`config.mk`:
```
export PLATFORM = sky130hd
export DESIGN_NAME = esc_pwm_decoder
export DESIGN_NICKNAME = d
export VERILOG_FILES = /design/src/rtl/esc_pkg.sv /design/src/rtl/div3_seq.sv /design/src/rtl/esc_pwm_decoder.sv
export SDC_FILE = /design/constraint.sdc
export NUM_CORES = 1
export LEC_CHECK = 0
export CORE_AREA = 3 3 114 116
export CTS_CLUSTER_DIAMETER = 30
export DETAILED_ROUTE_END_ITERATION = 7
export DIE_AREA = 0 0 117 119
export GPL_TIMING_DRIVEN = 0
export SLEW_MARGIN = 30
export SYNTH_ARGS = -nofsm -noshare
export SYNTH_HDL_FRONTEND = slang
export SYNTH_HIERARCHICAL = 1
export SYNTH_SLANG_ARGS = --single-unit
export TNS_END_PERCENT = 100
```
`constraint.sdc`:
```
create_clock -name clk -period 4.16 [get_ports clk]
set_input_delay 0.416 -clock clk [delete_from_list [all_inputs] [get_ports clk]]
set_output_delay 0.416 -clock clk [all_outputs]
set_load 0.01 [all_outputs]
```
`src/rtl/esc_pkg.sv`:
```
`default_nettype none
// ============================================================================
// esc_pkg : widths, timing constant and FSM encoding shared by the ESC PWM
//           generator and decoder
// Revision: 1.0
// ============================================================================
package esc_pkg;

    localparam int ESC_MIN_HIGH = 6250;
    localparam int ESC_SPEED_W  = 11;
    localparam int ESC_HCNT_W   = 14;
    localparam int ESC_DIV_W    = 13;
    localparam int ESC_IDLE_W   = 22;

    typedef enum logic [1:0] {
        ARM       = 2'd0,
        WAIT_RISE = 2'd1,
        MEASURE   = 2'd2,
        DIVIDE    = 2'd3
    } esc_state_t;

endpackage
`default_nettype wire

```
`src/rtl/div3_seq.sv`:
```
`default_nettype none
// ============================================================================
// div3_seq : sequential restoring divide-by-3, one quotient bit per clock,
//            done pulses exactly ESC_DIV_W cycles after start
// Revision: 1.0
// ============================================================================
module div3_seq
    import esc_pkg::*;
(
    input  logic                 clk,
    input  logic                 rst_n,
    input  logic                 start,
    input  logic [ESC_DIV_W-1:0] dividend,
    output logic                 done,
    output logic [ESC_DIV_W-1:0] quotient
);

    logic [1:0]           rem;
    logic [ESC_DIV_W-1:0] shreg;
    logic [3:0]           cnt;
    logic                 busy;

    logic [1:0]           rem_src;
    logic [ESC_DIV_W-1:0] sh_src;
    logic [2:0]           trial;
    logic                 take;
    logic [1:0]           rem_next;
    logic [ESC_DIV_W-1:0] sh_next;

    // The first quotient bit is resolved on the start edge itself, so the
    // last one lands ESC_DIV_W-1 clocks later and done follows immediately.
    always_comb begin
        rem_src  = start ? 2'd0 : rem;
        sh_src   = start ? dividend : shreg;
        trial    = {rem_src, sh_src[ESC_DIV_W-1]};
        take     = (trial >= 3'd3);
        rem_next = take ? 2'(trial - 3'd3) : trial[1:0];
        sh_next  = {sh_src[ESC_DIV_W-2:0], take};
    end

    always_ff @(posedge clk or negedge rst_n) begin
        if (!rst_n) begin
            rem   <= 2'd0;
            shreg <= '0;
            cnt   <= 4'd0;
            busy  <= 1'b0;
            done  <= 1'b0;
        end else begin
            done <= 1'b0;
            if (start) begin
                rem   <= rem_next;
                shreg <= sh_next;
                cnt   <= 4'(ESC_DIV_W - 1);
                busy  <= 1'b1;
            end else if (busy) begin
                rem   <= rem_next;
                shreg <= sh_next;
                cnt   <= cnt - 4'd1;
                if (cnt == 4'd1) begin
                    busy <= 1'b0;
                    done <= 1'b1;
                end
            end
        end
    end

    assign quotient = shreg;

endmodule
`default_nettype wire

```
`src/rtl/esc_pwm_decoder.sv`:
```
`default_nettype none
// ============================================================================
// esc_pwm_decoder : measures ESC PWM high time, recovers the SPEED command,
//                   flags out-of-range pulses and loss of signal
// Revision: 1.0
// ============================================================================
module esc_pwm_decoder
    import esc_pkg::*;
#(
    parameter int MIN_HIGH  = ESC_MIN_HIGH,
    parameter int MAX_SPEED = 2047,
    parameter int SLACK     = 2,
    parameter int TIMEOUT   = 2500000
) (
    input  logic                   clk,
    input  logic                   rst_n,
    input  logic                   pwm_in,
    output logic [ESC_SPEED_W-1:0] speed,
    output logic                   valid,
    output logic                   err_range,
    output logic                   sig_lost
);

    localparam int                     MAX_HIGH = MIN_HIGH + 3 * MAX_SPEED + SLACK;
    localparam logic [ESC_HCNT_W-1:0]  HCNT_LO  = ESC_HCNT_W'(MIN_HIGH);
    localparam logic [ESC_HCNT_W-1:0]  HCNT_HI  = ESC_HCNT_W'(MAX_HIGH);
    localparam logic [ESC_HCNT_W-1:0]  HCNT_SAT = '1;
    localparam logic [ESC_IDLE_W-1:0]  IDLE_SAT = '1;
    localparam logic [ESC_IDLE_W-1:0]  IDLE_TO  = ESC_IDLE_W'(TIMEOUT);
    localparam logic [ESC_DIV_W-1:0]   Q_MAX    = ESC_DIV_W'(MAX_SPEED);

    logic sync1;
    logic pwm_s;
    logic pwm_d;
    logic rise;
    logic fall;

    esc_state_t            state;
    logic [ESC_HCNT_W-1:0] hcnt;
    logic [ESC_IDLE_W-1:0] idle_cnt;
    logic [ESC_IDLE_W-1:0] idle_next;
    logic                  idle_hit;
    logic                  in_range;

    logic                   div_start;
    logic                   div_done;
    logic [ESC_DIV_W-1:0]   div_dividend;
    logic [ESC_DIV_W-1:0]   div_q;
    logic [ESC_SPEED_W-1:0] speed_clamped;

    // Synchroniser resets high so no false rise is seen while a pulse that
    // straddles reset release is still in progress.
    always_ff @(posedge clk or negedge rst_n) begin
        if (!rst_n) begin
            sync1 <= 1'b1;
            pwm_s <= 1'b1;
            pwm_d <= 1'b1;
        end else begin
            sync1 <= pwm_in;
            pwm_s <= sync1;
            pwm_d <= pwm_s;
        end
    end

    assign rise = pwm_s & ~pwm_d;
    assign fall = ~pwm_s & pwm_d;

    assign in_range      = (hcnt >= HCNT_LO) && (hcnt <= HCNT_HI);
    assign div_start     = (state == MEASURE) && fall && in_range;
    assign div_dividend  = ESC_DIV_W'(hcnt - HCNT_LO);
    assign speed_clamped = (div_q > Q_MAX) ? ESC_SPEED_W'(MAX_SPEED) : div_q[ESC_SPEED_W-1:0];

    assign idle_next = rise ? '0 : ((idle_cnt == IDLE_SAT) ? idle_cnt : idle_cnt + 1'b1);
    assign idle_hit  = (idle_next >= IDLE_TO);

    div3_seq u_div3 (
        .clk      (clk),
        .rst_n    (rst_n),
        .start    (div_start),
        .dividend (div_dividend),
        .done     (div_done),
        .quotient (div_q)
    );

    always_ff @(posedge clk or negedge rst_n) begin
        if (!rst_n) begin
            state     <= ARM;
            hcnt      <= '0;
            idle_cnt  <= '0;
            speed     <= '0;
            valid     <= 1'b0;
            err_range <= 1'b0;
            sig_lost  <= 1'b0;
        end else begin
            valid    <= 1'b0;
            idle_cnt <= idle_next;
            if (idle_hit) begin
                sig_lost <= 1'b1;
            end
            case (state)
                ARM: begin
                    if (!pwm_s) begin
                        state <= WAIT_RISE;
                    end
                end
                WAIT_RISE: begin
                    if (rise) begin
                        hcnt  <= ESC_HCNT_W'(1);
                        state <= MEASURE;
                    end
                end
                MEASURE: begin
                    if (fall) begin
                        if (in_range) begin
                            state <= DIVIDE;
                        end else begin
                            err_range <= 1'b1;
                            state     <= WAIT_RISE;
                        end
                    end else if (pwm_s && (hcnt != HCNT_SAT)) begin
                        hcnt <= hcnt + 1'b1;
                    end
                end
                DIVIDE: begin
                    // A pulse already high when the divide finishes is dropped.
                    if (div_done) begin
                        speed     <= speed_clamped;
                        valid     <= 1'b1;
                        err_range <= 1'b0;
                        sig_lost  <= 1'b0;
                        state     <= pwm_s ? ARM : WAIT_RISE;
                    end
                end
                default: state <= ARM;
            endcase
        end
    end

endmodule
`default_nettype wire

```
### Word-level counts from Yosys, hierarchy flattened

Cells that the tools add are included.

* flip-flop bits (word level): 76
* word-level logic and storage cells: 92
* input port bits: 3

* add/subtract/negate cells: 5
* equality and inequality tests: 13
* mux-type cells: 38
* bitwise logic cells: 4
* magnitude comparators: 5
* reduce and logical (&&, ||, !) cells: 12

Operators with widths (count)
* 2-to-1 mux 22 bit: 2
* 2-to-1 mux 14 bit: 3
* 2-to-1 mux 13 bit: 3
* case mux 14 bit (2 select lines): 1
* adder 22 x 1 -> 22 bit (second input constant): 1
* equality test 22 bit (second input constant): 1
* greater-or-equal comparator 22 bit (second input constant): 1
* 2-to-1 mux 2 bit: 9
* 2-to-1 mux 1 bit: 15
* adder 14 x 1 -> 14 bit (second input constant): 1
* greater-or-equal comparator 14 x 13 -> 1 bit (second input constant): 1
* less-or-equal comparator 14 bit (second input constant): 1
* inequality test 14 bit (second input constant): 1
* greater-than comparator 13 x 11 -> 1 bit (second input constant): 1
* subtractor 13 bit (second input constant): 1
* AND reduction 4 bit: 3
* 2-to-1 mux 11 bit: 1
* inequality test 2 bit (second input constant): 5
* 2-to-1 mux 4 bit: 2
* case mux 2 bit (4 select lines): 1
* nonzero test 2 bit: 3
* equality test 2 bit (second input constant): 2
* equality test 4 x 1 -> 1 bit (second input constant): 1
* logical AND 1 bit: 4
* 10 further kinds: 13

### Logic depth before layout (Yosys ltp)

* word-level depth: 9
* mapped depth: 14
* gate-level depth less buffers: 13

### Cells and area by module

Netlist, hierarchy kept.

Modules (own cells, without submodules)
* esc_pwm_decoder: area each 3094.2 um2, sequential area each 1380.1 um2, times used 1, cells each 355
* div3_seq: area each 1081.0 um2, sequential area each 525.5 um2, times used 1, cells each 99

### Least setup slack after synthesis

OpenSTA, ideal clock, no wires.

* path kind: register to register
* start: register hcnt[7]
* end: register u_div3.rem[1]
* required time: 4.084 ns
* period minus slack after synthesis: 2.892 ns
* stages on the path, launching flop included: 11
* path slack: 1.268 ns
* setup time: 0.076 ns
* arrival time: 2.816 ns
* cell sequence: dfrtp_1 > clkbuf_1 > or4_1 > o31ai_1 > a21oi_1 > nor3_1 > mux2_4 > ha_1 > and4bb_1 > a21oi_1 > o21ai_1

* longest elaborated chain between the ends: 8
* elaborated cells between the ends (all ways): 13
* classes of those cells: add/sub: 2; order compare: 3; mux: 5; reduce/logical: 3

Ends and longest elaborated chain
* start: declaration: line esc_pwm_decoder.sv:39 `logic [ESC_HCNT_W-1:0] hcnt;`
* start signal: assignment: line esc_pwm_decoder.sv:121 `hcnt <= hcnt + 1'b1;`
* greater-or-equal comparator 14 x 13 -> 1 bit / less-or-equal comparator 14 bit (equally long branches): line esc_pwm_decoder.sv:68 `assign in_range = (hcnt >= HCNT_LO) && (hcnt <= HCNT_HI);`
* logical AND 1 bit (*): line esc_pwm_decoder.sv:68
* logical AND 1 bit (*): line esc_pwm_decoder.sv:69 `assign div_start = (state == MEASURE) && fall && in_range;`
* named net div_start: line esc_pwm_decoder.sv:45 `logic div_start;`
* 2-to-1 mux 13 bit / 2-to-1 mux 2 bit (equally long branches): line div3_seq.sv:34, div3_seq.sv:33
* greater-or-equal comparator 3 x 2 -> 1 bit / subtractor 2 bit (equally long branches): line div3_seq.sv:36, div3_seq.sv:37
* 2-to-1 mux 2 bit: line div3_seq.sv:37 `rem_next = take ? 2'(trial - 3'd3) : trial[1:0];`
* 2-to-1 mux 2 bit: line div3_seq.sv:55 `end else if (busy) begin`
* 2-to-1 mux 2 bit: line div3_seq.sv:50 `if (start) begin`
* end signal: assignment: line div3_seq.sv:51 `rem <= rem_next;`
* end signal: assignment: line div3_seq.sv:56 `rem <= rem_next;`
* end: declaration: line div3_seq.sv:18 `logic [1:0] rem;`

Mark *: on every way through the listed nets, which the timed path passes. The rest lies on a longest branch. The select of a mux whose other input is x is not followed.
A chain may end at the register's enable or synchronous reset.

### Worst setup path in the final report

* start: register hcnt[7]
* end: register u_div3.rem[0]

The elaborated chain is that of the path after synthesis.

==> results.yml <==
worst_setup_path:
  startpoint_type: "register"
  cp-end-kind: "register"
  cp.required_ns: 4.39
  crit_arrival_ns: 3.61
  crit_type: "reg -> reg"
  r2r_cells: 10
  cp_max_fo: 10
layout:
  stdcell_count: 634
  syn2layout_area_growth_pct: 16.1
  num_antenna_cells: 0
  layout.nets: 495
  layout-drive-gt1-share: 0.0945
  fillers: 1214
clocking:
  cts_resized: 0
  hold_buffers: 0
  htreeDepth: 3
  clock_latency_ns: 0.33
  cts.clk_slew.worst_paths_ns: 0.06
  post-cts-setup-buffers: 0
  cts_tree: "built"
  cts_made_buffers: 9
  max-clock-path-buffers: 2
  cts-root-buf: "clkbuf_16"
  clock_sinks: 76
logic_synthesis:
  synthTopCellsByArea: "dfrtp_1 44%, nand2_1 4.6%, o21ai_0 4.6%"
  syn_avg_cell_area_um2: 9.20
  synth_flop_cell: "dfrtp_1"
  seq_area_frac_synth: 0.456
  synth_top_area_share: 0.438
  yosysMostFrequentCell: "dfrtp_1"
  synthDistinctLibCells: 66
  synth_area_leader_cell: "dfrtp_1"
  synth_edf_count: 0
  synth_common_cells: "73 x dfrtp_1, 51 x nand2_1, 50 x nor2_1"
  synth-seq-cells: 76
  async_flop_share: 1.00
  synthCells: 454
  synth_fp_nets: 467
  yosys_warnings: 6
  synth_area_um2: 4180
timing:
  relSlewSlack: 0.513
  setup_viol: 0
  fin_tns_setup_ns: 0
  fin_crit_sh: 0.812
  rsz0062_at_grt: "false"
  worst_pin_slew_ns: 0.724
  whs_ns: 0.0115
  setup_slack_ns: 0.781
  hold_violations: 0
  slew_violations: 0
  period_minus_slack_ns: 3.38
  fmax_mhz: 296
  finClkSkew_ns: 0.00533
floorplan:
  rows: 40
  die_h_um: 119
  die_w_um: 117
  core_um2: 12000
  io_pins: 17
  initial_utilization: 0.348
  die-area_um2: 13900
grt:
  grt-ovfl-total: 0
  grt_max_degree: 48
  grt_pass1_vias: 3332
  grt_use_total: 0.138
  antenna_found_initial: 0
  grt_pass1_wl_mm: 15.7
run_status:
  status: "finished clean"
place:
  finalWeightedCongestion: 0.852
  dpl.hpwl_mm: 6.57
  port_buffers: 16
  pre_cts_ws_ns: 0.866
  dp.cells: 618
min_path:
  hold_class: "in -> async"
job:
  drv_cap: 0
drt:
  vias: 3384
  routed_wl_mm: 9.19
  detail_route.iter0.violations: 182
  drc: 0
  drt_first_pass_iters: 5
  ant_nets: 0
  vias_per_cell: 5.34
  detail_route.wl_per_cell_um: 14.5
pwr:
  peakVddDrop_mv: 0.169
  p_per_area_nw_per_um2: 376
  power_leakage_nw: 2.01
worst paths after layout:
path	start	slack [ns]	to
min reg2reg	sync1	0.36	pwm_s
min	rst_n	0.01	u_div3/busy
max in group asynchronous	rst_n	3.53	sync1
max reg2reg	hcnt[7]	0.78	u_div3/rem[0]
min in group clk	sync1	0.36	pwm_s
max	hcnt[7]	0.78	u_div3/rem[0]
per-layer routing:
metal | wire (um) | global-route usage
met5 | 0 | 0
met4 | 98 | 0.0452
met3 | 250 | 0.0356
met2 | 4620 | 0.233
met1 | 4220 | 0.169
power by group:
group | switching, W | internal (W)
Combinational | 0.000128 | 0.0000816
Sequential | 0.0000555 | 0.000777
Clock | 0.000301 | 0.000479
kinds of logic (layout without fill, tap and decap cells):
| group | after synthesis | after routing | share of synthesized area |
|---|---|---|---|
| fa+ha+maj | 10 | 10 | 0.0300 |
| compound gates | 119 | 119 | 0.184 |
| buf+inv | 42 | 75 | 0.0458 |
| xor+xnor | 20 | 20 | 0.0420 |
| mux | 14 | 14 | 0.0348 |
| simple gates | 173 | 173 | 0.207 |
| flops | 76 | 76 | 0.456 |
flip-flops by register name, indices dropped and copies added (netlist names):
register         flops
idle_cnt            22
hcnt                14
u_div3/quotient     13
speed               11
u_div3/cnt           4
state                2
u_div3/rem           2
err_range            1
pwm_d                1
pwm_s                1
sig_lost             1
sync1                1
u_div3/busy          1
u_div3/done          1
valid                1
placed cells by master, fill, tap and decap left out, types with 3 or more instances in the layout:
| cell type | n |
|---|---|
| a211oi_1 | 3 |
| dfstp_2 | 3 |
| xor2_1 | 9 |
| dfrtp_1 | 73 |
| clkbuf_1 | 12 |
| and2_1 | 3 |
| nand3_1 | 17 |
| nand2_1 | 51 |
| or3_1 | 4 |
| clkbuf_16 | 9 |
| nand2b_1 | 4 |
| mux2i_1 | 13 |
| buf_2 | 6 |
| inv_1 | 17 |
| o211ai_1 | 5 |
| nand4_1 | 10 |
| buf_4 | 4 |
| a31oi_1 | 3 |
| nor2_1 | 50 |
| o41ai_1 | 3 |
| clkdlybuf4s50_1 | 15 |
| o31ai_1 | 8 |
| nor3_1 | 11 |
| xnor2_1 | 11 |
| o21ai_0 | 38 |
| and3_1 | 4 |
| a21oi_1 | 17 |
| ha_1 | 10 |
| o21ai_1 | 14 |
per-stage QoR:
| stage | power [W] | cell area (um2) | utilization |
|---|---|---|---|
| 2_1_floorplan | 0.000976 | 4180 | - |
| 5_1_grt | 0.00192 | 4850 | 0.404 |
| 3_5_place_dp | 0.00106 | 4540 | 0.378 |
| 3_3_place_gp | 0.00104 | 4520 | 0.376 |
| 4_1_cts | 0.00185 | 4850 | 0.404 |
| 6_report | 0.00182 | 4850 | 0.404 |
layout make-up:
cell class | instances | area (um2) | area share
plain buffers | 25 | 128 | 0.0263
well taps | 147 | 184 | 0.0379
clock inverters | 6 | 63.8 | 0.0132
clock buffers | 10 | 239 | 0.0493
flip-flops and latches | 76 | 1910 | 0.393
multi-input cells | 336 | 2080 | 0.429
repair buffers | 17 | 185 | 0.0382
inverters | 17 | 63.8 | 0.0132
worst max-delay path: stages, from the launching register on:
cell      delay [ns]
dfrtp_1         0.37
clkbuf_1        0.23
or4_1           0.65
o31ai_1         0.25
a21oi_1         0.15
nor3_1          0.52
mux2_4          0.37
ha_1            0.27
xor2_1          0.17
a22oi_1         0.08
a311oi_1        0.21
No activity file was read; power rests on OpenSTA's default activity.
